## config.mk

```make
export PLATFORM = sky130hd
export DESIGN_NAME = mem_stage
export DESIGN_NICKNAME = d
export VERILOG_FILES = /design/src/rtl/mips_mem_pkg.sv /design/src/rtl/load_align.sv /design/src/rtl/mem_stage.sv
export SDC_FILE = /design/constraint.sdc
export NUM_CORES = 1
export LEC_CHECK = 0
export CAP_MARGIN = 0
export CORE_MARGIN = 3
export CORE_UTILIZATION = 25
export DETAILED_ROUTE_END_ITERATION = 12
export GPL_TIMING_DRIVEN = 0
export PLACE_DENSITY = 0.61
export SETUP_SLACK_MARGIN = 0.2
export SYNTH_ARGS = -nofsm -noshare
export SYNTH_HDL_FRONTEND = slang
export SYNTH_SLANG_ARGS = --single-unit
```

## constraint.sdc

```tcl
create_clock -name clk -period 2 [get_ports clk]
set_clock_uncertainty 0.05 [all_clocks]
set_input_delay 0.3 -clock clk [delete_from_list [all_inputs] [get_ports clk]]
set_output_delay 0.3 -clock clk [all_outputs]
set_load 0.05 [all_outputs]
```

## src/rtl/mips_mem_pkg.sv

```systemverilog
// mips_mem_pkg: shared definitions for the MEM pipeline stage.
//   - access-size encodings (SZ_BYTE / SZ_HALF / SZ_WORD)
//   - MEM-stage FSM state type
//   - calc_be(): byte-enable pattern from access size and address low bits
package mips_mem_pkg;

    localparam logic [1:0] SZ_BYTE = 2'b00;
    localparam logic [1:0] SZ_HALF = 2'b01;
    localparam logic [1:0] SZ_WORD = 2'b10;

    typedef enum logic [0:0] {
        IDLE     = 1'b0,
        WAIT_ACK = 1'b1
    } mem_state_e;

    // Little-endian lanes: lane n covers bits [8n+7:8n]. Encoding 2'b11 is treated as a word.
    function automatic logic [3:0] calc_be(input logic [1:0] sz, input logic [1:0] addr_lo);
        logic [3:0] be;
        case (sz)
            SZ_BYTE: be = 4'b0001 << addr_lo;
            SZ_HALF: be = addr_lo[1] ? 4'b1100 : 4'b0011;
            default: be = 4'b1111;
        endcase
        return be;
    endfunction

endpackage

```

## src/rtl/load_align.sv

```systemverilog
// load_align: combinational load-data extraction for the MEM stage.
// Ports:
//   i_rdata    [31:0]  word returned by data memory
//   i_addr_lo  [1:0]   byte offset of the access
//   i_size     [1:0]   access size (SZ_BYTE / SZ_HALF / SZ_WORD)
//   i_sign_ext         sign-extend byte/half results (lb/lh)
//   o_result   [31:0]  lane-selected, extended load value
module load_align
    import mips_mem_pkg::*;
(
    input  logic [31:0] i_rdata,
    input  logic [1:0]  i_addr_lo,
    input  logic [1:0]  i_size,
    input  logic        i_sign_ext,
    output logic [31:0] o_result
);

    logic [7:0]  w_byte;
    logic [15:0] w_half;

    always_comb begin
        w_byte = i_rdata[{i_addr_lo, 3'b000} +: 8];
        w_half = i_addr_lo[1] ? i_rdata[31:16] : i_rdata[15:0];
        case (i_size)
            SZ_BYTE: o_result = {{24{i_sign_ext & w_byte[7]}}, w_byte};
            SZ_HALF: o_result = {{16{i_sign_ext & w_half[15]}}, w_half};
            default: o_result = i_rdata;
        endcase
    end

endmodule

```

## src/rtl/mem_stage.sv

```systemverilog
// mem_stage: MIPS pipeline MEM stage.
// Accepts one EX operation at a time, performs the data-memory access over a req/ack
// handshake, aligns/extends load data and registers the MEM/WB boundary.
// Ports:
//   clk, rst                      clock, synchronous active-high reset
//   in_valid / in_ready           EX-side handshake; in_ready is high only in IDLE
//   MemRead, MemWrite             load / store (mutually exclusive)
//   MemtoReg_in, RegWrite_in      WB controls carried through
//   wreg_in, size, sign_ext       destination, access size, load extension
//   alu_result, store_data        effective address / ALU result, store value
//   dmem_req/we/addr/wdata/be     registered memory request, held until dmem_ack
//   dmem_ack, dmem_rdata          one-cycle completion strobe and read word
//   wb_valid                      one-cycle pulse when WB outputs are new
//   MemtoReg, RegWrite, wreg      registered WB controls
//   readdata, aluRsltt            registered load data and ALU result
//   align_err                     pulses with wb_valid on a misaligned access
module mem_stage
    import mips_mem_pkg::*;
#(
    parameter int DATA_W = 32,
    parameter int ADDR_W = 32
) (
    input  logic              clk,
    input  logic              rst,
    input  logic              in_valid,
    output logic              in_ready,
    input  logic              MemRead,
    input  logic              MemWrite,
    input  logic              MemtoReg_in,
    input  logic              RegWrite_in,
    input  logic [4:0]        wreg_in,
    input  logic [1:0]        size,
    input  logic              sign_ext,
    input  logic [DATA_W-1:0] alu_result,
    input  logic [DATA_W-1:0] store_data,
    output logic              dmem_req,
    output logic              dmem_we,
    output logic [ADDR_W-1:0] dmem_addr,
    output logic [DATA_W-1:0] dmem_wdata,
    output logic [3:0]        dmem_be,
    input  logic              dmem_ack,
    input  logic [DATA_W-1:0] dmem_rdata,
    output logic              wb_valid,
    output logic              MemtoReg,
    output logic              RegWrite,
    output logic [4:0]        wreg,
    output logic [DATA_W-1:0] readdata,
    output logic [DATA_W-1:0] aluRsltt,
    output logic              align_err
);

    mem_state_e r_state;
    mem_state_e w_state_d;

    // Request registers
    logic              r_req;
    logic              r_we;
    logic [ADDR_W-1:0] r_addr;
    logic [DATA_W-1:0] r_wdata;
    logic [3:0]        r_be;

    // Operation latched while the transaction is outstanding
    logic              r_op_read;
    logic              r_op_m2r;
    logic              r_op_rw;
    logic [4:0]        r_op_wreg;
    logic [1:0]        r_op_size;
    logic              r_op_sext;
    logic [DATA_W-1:0] r_op_alu;

    // MEM/WB boundary
    logic              r_wb_valid;
    logic              r_m2r;
    logic              r_rw;
    logic [4:0]        r_wreg;
    logic [DATA_W-1:0] r_readdata;
    logic [DATA_W-1:0] r_alu;
    logic              r_align_err;

    logic              w_accept;
    logic              w_is_mem;
    logic              w_misalign;
    logic              w_start_mem;
    logic              w_done;
    logic [DATA_W-1:0] w_wdata;
    logic [31:0]       w_load_data;

    assign w_accept    = (r_state == IDLE) && in_valid;
    assign w_is_mem    = MemRead || MemWrite;
    // Size 2'b11 is handled as a word, consistent with calc_be().
    assign w_misalign  = w_is_mem &&
                         (((size == SZ_HALF) && alu_result[0]) ||
                          ((size != SZ_BYTE) && (size != SZ_HALF) && (alu_result[1:0] != 2'b00)));
    assign w_start_mem = w_accept && w_is_mem && !w_misalign;
    assign w_done      = (r_state == WAIT_ACK) && dmem_ack;

    always_comb begin
        case (size)
            SZ_BYTE: w_wdata = {4{store_data[7:0]}};
            SZ_HALF: w_wdata = {2{store_data[15:0]}};
            default: w_wdata = store_data;
        endcase
    end

    load_align u_load_align (
        .i_rdata    (dmem_rdata),
        .i_addr_lo  (r_op_alu[1:0]),
        .i_size     (r_op_size),
        .i_sign_ext (r_op_sext),
        .o_result   (w_load_data)
    );

    // FSM state register
    always_ff @(posedge clk) begin
        if (rst) r_state <= IDLE;
        else     r_state <= w_state_d;
    end

    // FSM next state
    always_comb begin
        w_state_d = r_state;
        case (r_state)
            IDLE:     if (w_start_mem) w_state_d = WAIT_ACK;
            WAIT_ACK: if (dmem_ack)    w_state_d = IDLE;
            default:  w_state_d = IDLE;
        endcase
    end

    // Request and latched-operation registers
    always_ff @(posedge clk) begin
        if (rst) begin
            r_req     <= 1'b0;
            r_we      <= 1'b0;
            r_addr    <= '0;
            r_wdata   <= '0;
            r_be      <= 4'b0000;
            r_op_read <= 1'b0;
            r_op_m2r  <= 1'b0;
            r_op_rw   <= 1'b0;
            r_op_wreg <= 5'd0;
            r_op_size <= 2'b00;
            r_op_sext <= 1'b0;
            r_op_alu  <= '0;
        end else if (w_start_mem) begin
            r_req     <= 1'b1;
            r_we      <= MemWrite;
            r_addr    <= {alu_result[ADDR_W-1:2], 2'b00};
            r_wdata   <= w_wdata;
            r_be      <= calc_be(size, alu_result[1:0]);
            r_op_read <= MemRead;
            r_op_m2r  <= MemtoReg_in;
            r_op_rw   <= RegWrite_in;
            r_op_wreg <= wreg_in;
            r_op_size <= size;
            r_op_sext <= sign_ext;
            r_op_alu  <= alu_result;
        end else if (w_done) begin
            r_req <= 1'b0;
            r_we  <= 1'b0;
        end
    end

    // MEM/WB registers; wb_valid and align_err are single-cycle pulses
    always_ff @(posedge clk) begin
        if (rst) begin
            r_wb_valid  <= 1'b0;
            r_m2r       <= 1'b0;
            r_rw        <= 1'b0;
            r_wreg      <= 5'd0;
            r_readdata  <= '0;
            r_alu       <= '0;
            r_align_err <= 1'b0;
        end else begin
            r_wb_valid  <= 1'b0;
            r_align_err <= 1'b0;
            if (w_done) begin
                r_wb_valid <= 1'b1;
                r_m2r      <= r_op_m2r;
                r_rw       <= r_op_rw;
                r_wreg     <= r_op_wreg;
                r_alu      <= r_op_alu;
                if (r_op_read) r_readdata <= w_load_data;
            end else if (w_accept && !w_start_mem) begin
                // Non-memory op or misaligned access: completes without a request.
                r_wb_valid  <= 1'b1;
                r_m2r       <= MemtoReg_in;
                r_rw        <= RegWrite_in && !w_misalign;
                r_wreg      <= wreg_in;
                r_alu       <= alu_result;
                r_align_err <= w_misalign;
            end
        end
    end

    assign in_ready   = (r_state == IDLE);
    assign dmem_req   = r_req;
    assign dmem_we    = r_we;
    assign dmem_addr  = r_addr;
    assign dmem_wdata = r_wdata;
    assign dmem_be    = r_be;
    assign wb_valid   = r_wb_valid;
    assign MemtoReg   = r_m2r;
    assign RegWrite   = r_rw;
    assign wreg       = r_wreg;
    assign readdata   = r_readdata;
    assign aluRsltt   = r_alu;
    assign align_err  = r_align_err;

endmodule
```

* Word level (Yosys, flattened, before mapping) *
Cells that the tools add are included.

cells by class
  add/subtract/negate cells = 0
  multiply operators = 0
  div/mod/pow operators = 0
  $lt $le $gt $ge = 0
  equality and inequality tests = 3
  shifts and indexed selects = 2
  multiplexer cells = 21
  bitwise gates (word level) = 4
  reduce and logical (&&, ||, !) cells = 22

operator list
  kind                                                                      count
  32-bit case mux with 2 select lines                                       2
  32-bit 2-to-1 mux                                                         2
  32-bit by 6-bit variable part select with 8-bit output                    1
  16-bit 2-to-1 mux                                                         1
  1-bit 2-to-1 mux                                                          11
  1-bit logical AND                                                         10
  5-bit 2-to-1 mux                                                          2
  4-bit case mux with 2 select lines                                        1
  2-bit nonzero test                                                        4
  2-bit by 1-bit equality test with 1-bit output (second input constant)    2
  2-bit zero test                                                           2
  4-bit 2-to-1 mux                                                          1
  1-bit by 2-bit left shift with 4-bit output (first input constant)        1
  3-bit OR reduction                                                        1
  1-bit AND                                                                 2
  1-bit zero test                                                           2
  1-bit logical OR                                                          2
  2-bit by 1-bit inequality test with 1-bit output (second input constant)  1
  1-bit NOT                                                                 2
  1-bit case mux with 2 select lines                                        1
  2-bit AND reduction                                                       1

storage, ports and cells
  bits in registers = 185
  latch bits = 0
  memory bits (writable) = 0
  bits in read-only memories = 0
  bits of input ports = 112
  output and inout port bits = 144
  logic and storage cells = 72
  memories kept = 0

* Longest topological paths before layout *
Gate-level depths: netlist of the first run.

  depth in word-level cells = 11
  depth in mapped cells = 8
  gate-level depth less buffers = 4

* Modules after synthesis *
Synthesis of the first run repeated with hierarchy kept, for this count alone.

second synthesis, totals
  cell total of the unflattened synthesis = 891
  area, all modules = 7731.2 sq um

by module, submodules not included
  module      instances  cells an instance  area an instance (sq um)  seq. area each (sq um)
  mem_stage   1          768                7025.5                    3103.0
  load_align  1          123                705.7                     0.0

* Worst setup path after synthesis of the first run *
No wires, ideal clock.

  path kind = input-to-reg
  from = input port size[0]
  to = register r_alu[23], in the netlist aluRsltt[23]
  data arrival time = 1.591 ns
  data required time = 1.831 ns
  path slack = 0.241 ns
  stages = 8
  path buffers = 4
  path through = buf_2 -> or2_1 -> buf_2 -> nand2_1 -> o211ai_1 -> buf_2 -> buf_4 -> o221a_2

between the ends
  word-level cells in the longest chain between the ends = 10
  elaborated cells between the ends (all ways) = 13

RTL lines
  what                                                                                    RTL line          RTL
  start: declaration                                                                      mem_stage.sv:32   input logic [1:0] size,
  2-bit by 1-bit inequality test with 1-bit output or 2-bit nonzero test (tied branches)  mem_stage.sv:93   ((size != SZ_BYTE) && (size != SZ_HALF) && (alu_result[1:0] != 2'b00)));
  1-bit logical AND (2 in series)                                                         mem_stage.sv:93
  1-bit logical OR *                                                                      mem_stage.sv:92   (((size == SZ_HALF) && alu_result[0]) ||
  1-bit logical AND *                                                                     mem_stage.sv:91   assign w_misalign = w_is_mem &&
  1-bit zero test *                                                                       mem_stage.sv:94   assign w_start_mem = w_accept && w_is_mem && !w_misalign;
  1-bit logical AND *                                                                     mem_stage.sv:94
  1-bit zero test *                                                                       mem_stage.sv:183  end else if (w_accept && !w_start_mem) begin
  1-bit logical AND *                                                                     mem_stage.sv:183
  2-bit nonzero test (no line) *                                                          --
  end signal: assignment                                                                  mem_stage.sv:181  r_alu <= r_op_alu;
  end signal: assignment                                                                  mem_stage.sv:189  r_alu <= alu_result;
  end: declaration                                                                        mem_stage.sv:77   logic [DATA_W-1:0] r_alu;

Mark *: on every way between the ends. The rest lies on a longest branch, timed or not.
A chain may end at the register's enable or synchronous reset.

==> impl_results.md, run 1 <==
* Commonest cells post-synth: dfxtp_1 (155), nand2_1 (130), nor2_1 (111)
* First-pass GRT wire length at a little over 40000 microns
* Max stage delay on crit path at around 0.52 ns
* I/O pins at 256
* WHS Path Cells at 3
* CTS tree: built
* Simple logic cell fraction of the synthesized area at roughly a fifth
* Register area share after synthesis at a little under half
* Proportion of layout cells with a drive suffix above 1 at 17.4%
* DR vias at around 7000
* Max Slew Vio Count at 0
* Vias in the first global route at slightly below 7000
* Core area at around 0.026 sq mm
* Rel. slew slack at around half
* Final core utilization at roughly two fifths
* Synth Area per Inst at between 8 and 9 sq um
* Area share of the largest cell type after synthesis at between 40 and 50%
* Area growth syn-to-layout at 53.3%
* Final hold violations at 0
* CP Launch Type: flop
* Metal-1 WL at approximately 12000 microns
* Final nets at approximately 1200
* Drt first pass iters at 5
* Reg-to-reg slack, setup at 0.29 ns
* Buffers on Ports at roughly 250
* Met2 Wirelength at between 10000 and 15000 microns
* Clock Latency Late Sink at ~0.42 ns
* Hold EP: r_op_alu[1]
* Detail Placement HPWL at between 15000 and 20000 microns
* Xor-xnor portion of the synthesized cell area at 0%
* Reg clk slew, reported paths at 0.07 ns
* WL met3 at around 1800 microns
* RSZ-0062 raised after global routing: yes
* TritonCTS Buffers at 17
* Worst Setup End Kind: output port
* Root Driver: clkbuf_16
* WHS at 0.224 ns
* Largest area contributor in the netlist: dfxtp_1
* Post-synth top flop: dfxtp_1
* Register-to-Register Path Depth at 7
* Ys async rst share at 0%
* PwrDens at 822 mW/mm^2
* Die height at about 170 microns
* CTS Sinks at roughly 160
* Largest cells by area after synthesis: dfxtp_1 (46%), nand2_1 (7.2%), nor2_1 (6.2%)
* Largest family of logic cells by synthesized area: compound AO/OA/AOI/OAI gates
* Synth warn at 0
* Worst path cell trace: buf_4 > clkdlybuf4s15_1
* Hold buffer count at CTS at 0
* Post-layout min period at around 1.7 ns
* Hold path start: alu_result[1]
* FF+latch count, synth at approximately 160
* Compound-Gate Fraction of Synth Area at around 23%
* Vias per inst at 4.82
* Crit path required time at ~1.7 ns
* Initial drt markers at 379
* Worst flop-to-flop path endpoint: r_op_size[1]
* Post-Synth Adder-Cell Area at 0%
* Type of the worst setup path: reg -> out
* Maximum vdd drop at about 0.35 mV
* Gpl congestion at 0.771
* Netlist cell types at 43
* Most frequent cell after synthesis: dfxtp_1
* Worst-path maximum fanout at 3
* Avg WL per Cell at approximately 18 microns
* Tot GR Track Use at roughly 18%
* DRC viols at 0
* Cell leakage power at between 4 and 5 nW
* Clk buf depth at 2
* WL final at about 27000 microns
* Final setup fails at 0
* Initial core utilization at between 20% and 30%
* Uppermost routed layer: met4
* Final Cycle Share at about 87%
* CP arrival at ~1.4 ns
* CP max-delay cell: clkdlybuf4s15_1
* GR Overflow Total at 0
* CTS H-tree depth at 4
* Initial antenna violation count at 1
* Die W at approximately 170 microns
* Largest net degree at the start of global routing at 17
* Synth Instances at ~810
* Post-synth EDFFs at 0
* RR Startpoint: r_state
* Worst hold path class: in -> reg
* Mapped Area at 0.00676 sq mm
* Post-detailed-route count of antenna-violating nets at 0
* Max_cap viols at 0
* DIE AREA at 0.0290 sq mm
* Fmax at roughly 570 MHz
* Worst slew pin tran at around 0.73 ns
* Fraction of synthesized area in multiplexers at 3.83%
* Status: finished, final reports clean
* Rows at roughly 60
[worst max-delay path: cells and delay by family, from the launching register on]
family                 cells  cell delay (ns)
flip-flops                 1             0.35
buffers and inverters      2             0.63
[cells by family after synthesis]
| logic type | count (synthesis) |
|---|---|
| AO/OA/AOI/OAI | 224 |
| buffers and inverters | 104 |
| flip-flops | 155 |
| multiplexers | 25 |
| other | 1 |
| AND/OR/NAND/NOR | 302 |
[registers in the layout (all words and copies together) (netlist names)]
name and count:
aluRsltt 32, RegWrite 1, r_op_size 2, r_op_sext 1, align_err 1, dmem_req 1
r_op_m2r 1, r_op_read 1, dmem_we 1, MemtoReg 1, wb_valid 1, wreg 5
r_op_wreg 5, r_state 1, dmem_be 4, dmem_wdata 32, r_op_alu 32, readdata 32
r_op_rw 1
[per-stage QoR]
step / total power [mW] / std cells / worst slack, ns / area, sq um / TNS [ns]
floorplan: 4.61 / 812 / 0.241 / 6760 / 0
global placement: 5.42 / 1398 / -0.776 / 9690 / -77.55
detailed placement: 5.43 / 1398 / -0.765 / 9690 / -81.40
CTS: 8.59 / 1442 / 0.202 / 10300 / 0
global route: 8.87 / 1446 / 0.183 / 10400 / 0
finish: 8.52 / 1446 / 0.261 / 10400 / 0
[power by group]
group / internal, mW / switching (mW)
sequential: 3.27 / 0.108
clock: 1.80 / 1.41
combinational: 0.696 / 1.22
[cell usage in the layout, fill, tap and decap left out, drive strengths merged, types with 6 or more instances in the layout]
cell type	n
a211oi	21
a21oi	79
a22oi	7
a311oi	10
a31oi	8
and2	8
and3	19
buf	73
clkbuf	73
clkdlybuf4s15	20
clkdlybuf4s50	107
clkinv	6
dfxtp	155
dlygate4sd2	113
inv	8
mux2	7
mux2i	18
nand2	130
nand3b	8
nor2	112
nor2b	9
o21ai	42
o221a	38
o2bb2ai	7
[routing by layer]
layer  track usage (%)  vias up
met1              23.3     3339
met5                 0        -
met3              5.32       20
li1                  -     3394
met2              29.7      214
met4              4.37        0
[layout make-up]
type	count	area, sq um
fill	2795	15900
multi-input combinational	553	3180
sequential	155	3100
timing repair buffer	266	2440
buffer	99	614
clock buffer	21	460
tap	335	419
clock inverter	11	111
inverter	5	18.8
antenna	1	2.50
[repair_timing]
item / in CTS / in global routing
resized for setup: 185 / 92
setup endpoints to repair: 288 / 151
gates cloned: 1 / 0
buffers inserted: 11 / 3
pin swaps: 4 / 5
[how the worst max path moves through the flow]
stage,cells after the start,slack [ns],startpoint,end
2_1_floorplan,8,0.24,size[0],aluRsltt[23]
3_3_place_gp,5,-0.78,rst,r_op_size[0]
3_5_place_dp,4,-0.77,dmem_ack,readdata[9]
4_1_cts,5,0.20,r_op_size[1],readdata[7]
5_1_grt,7,0.18,r_state,r_op_size[1]
6_report,2,0.26,r_op_alu[31],dmem_addr[31]
Note: power is estimated with default switching activity, not from simulation.
==> run 2, diff against run 1 <==
RECOVER_POWER = 100   (was default)
==> run 2 against run 1 <==
Against the previous run: core utilization is 0.18 points lower; clock power hardly changed; clock-buffer cell count stayed put; sequential share of layout area is 0.13 points higher; cell count stayed put; first-iteration DRC count is 12% lower; via count hardly changed; sequential power hardly changed; critical endpoint unchanged.
==> impl_results.md, run 2 (synthesis results as in run 1) <==
* Status: finished, final reports clean
* Drt first pass iters at 5
* Register-to-Register Path Depth at 7
* Final Cycle Share at ~91%
* RR Startpoint: r_state
* Proportion of layout cells with a drive suffix above 1 at between 15 and 20%
* Max_cap viols at 0
* Clock Latency Late Sink at between 0.4 and 0.5 ns
* PwrDens at slightly above 800 mW/mm^2
* Core area at about 0.026 sq mm
* Buffers on Ports at about 250
* Initial antenna violation count at 1
* Initial drt markers at around 340
* CTS H-tree depth at 4
* CP Launch Type: flop
* Placed Cells at ~1400
* Worst slew pin tran at approximately 0.72 ns
* Worst Slack Setup Final at between 0.15 and 0.2 ns
* Worst flop-to-flop path endpoint: r_op_size[1]
* CP max-delay cell: clkdlybuf4s25_1
* Rel. slew slack at between 50% and 60%
* Worst Setup EP: dmem_addr[31]
* Pre-CTS setup slack at -0.765 ns
* First-pass GRT wire length at between 40000 and 50000 microns
* I/O pins at ~260
* Critical path depth in cells at 2
* CP arrival at ~1.5 ns
* DIE AREA at approximately 0.029 sq mm
* Rows at 59
* Fmax at approximately 550 MHz
* Largest net degree at the start of global routing at 17
* WP buf/inv at 2
* Final core utilization at between 30% and 40%
* Reg clk slew, reported paths at around 0.070 ns
* Detail Placement HPWL at between 15000 and 20000 microns
* Area growth syn-to-layout at 52.6%
* CTS Sinks at 155
* CP delay by family, top: buffers and inverters
* Initial core utilization at around 26%
* Vias in the first global route at 6925
* CTS tree: built
* DRC viols at 0
* Post-detailed-route count of antenna-violating nets at 0
* Root Driver: clkbuf_16
* Most common cell after layout, fill and taps aside: dfxtp_1
* Reg-to-reg slack, setup at approximately 0.19 ns
* GR Overflow Total at 0
* Critical Path Start: r_op_alu[31]
* Hold buffer count at CTS at 0
* Setup_tns at 0 ns
* Tot GR Track Use at 18.0%
* Final setup fails at 0
* Max stage delay on crit path at 0.60 ns
* Gpl congestion at 0.771
* Die W at 170 microns
* Avg WL per Cell at 18.4 microns
* WL final at between 20000 and 30000 microns
* Worst path cell trace: buf_4 > clkdlybuf4s25_1
* Final nets at roughly 1200
* Post-layout min period at 1.83 ns
* Max Slew Vio Count at 0
* Vias per inst at around 4.8
* Most frequent cells in the layout: dfxtp_1 (155), nand2_1 (130), dlygate4sd2_1 (113), nor2_1 (109), clkdlybuf4s50_1 (106)
* Worst Setup End Kind: output port
* DR vias at roughly 7000
* Maximum vdd drop at 0.350 mV
* Clk buf depth at 2
* Type of the worst setup path: reg -> out
* Crit path required time at about 1.7 ns
* WHS at approximately 0.23 ns
* Final hold violations at 0
* Fin cells at approximately 1400
* RSZ-0062 raised after global routing: yes
* Cell leakage power at between 4 and 5 nW
* Worst-path maximum fanout at 3
* Die height at ~170 microns
* TritonCTS Buffers at 17
* Worst hold path class: in -> reg
[run 2: cell types whose count changed in the layout (fill, tap and decap cells not counted), moves of 3 or more]
cell,before,now
buf_4,53,48
clkdlybuf4s15_1,19,0
clkbuf_1,20,33
clkbuf_2,28,23
buf_2,12,9
clkdlybuf4s25_1,0,19
[run 2: worst register-to-register path, stage by stage, from the launching register on]
cell and delay [ns]:
dfxtp_1 0.29, clkbuf_2 0.16, nand2b_4 0.20, a211oi_2 0.31
clkbuf_4 0.21, buf_4 0.10, nor2_2 0.08, a2bb2o_2 0.30
[run 2: metal layers]
| layer | GRT usage, % | part of all wire [%] |
|---|---|---|
| met1 | 23.3 | 45 |
| met2 | 29.7 | 47 |
| met3 | 5.32 | 6.9 |
| met4 | 4.37 | 1.1 |
| met5 | 0 | 0 |
[run 2: worst min-delay path by stage]
stage | start | to | slack, ns | cells past startpoint
2_1_floorplan | r_op_rw | r_op_rw | 0.38 | 2
3_3_place_gp | r_op_wreg[3] | r_op_wreg[3] | 0.39 | 2
3_5_place_dp | r_op_wreg[2] | r_op_wreg[2] | 0.40 | 2
4_1_cts | size[0] | dmem_wdata[12] | 0.28 | 4
5_1_grt | alu_result[1] | r_op_alu[1] | 0.26 | 3
6_report | alu_result[1] | r_op_alu[1] | 0.23 | 3
[run 2: final cells by class]
cell class	count	area [sq um]
multi-input combinational	553	3160
buffer	99	604
antenna	1	2.50
sequential	155	3100
timing repair buffer	266	2430
fill	2812	16000
clock buffer	21	460
tap	335	419
clock inverter	11	111
inverter	5	18.8
[run 2: report_power, final]
group	internal (mW)	total, mW	switching, mW
sequential	3.27	3.38	0.108
clock	1.80	3.22	1.41
combinational	0.688	1.91	1.22
[run 2: repair_timing]
item	CTS	global route
gates cloned	1	0
resized for setup	185	92
setup endpoints to repair	288	151
pin swaps	4	5
setup buffers	11	3
endpoints found under the hold margin	0	0
[run 2: through the flow]
stage	cell area [sq um]	total power, mW
3_3_place_gp	9690	5.42
2_1_floorplan	6760	4.61
6_report	10300	8.51
5_1_grt	10300	8.86
4_1_cts	10300	8.59
3_5_place_dp	9690	5.43
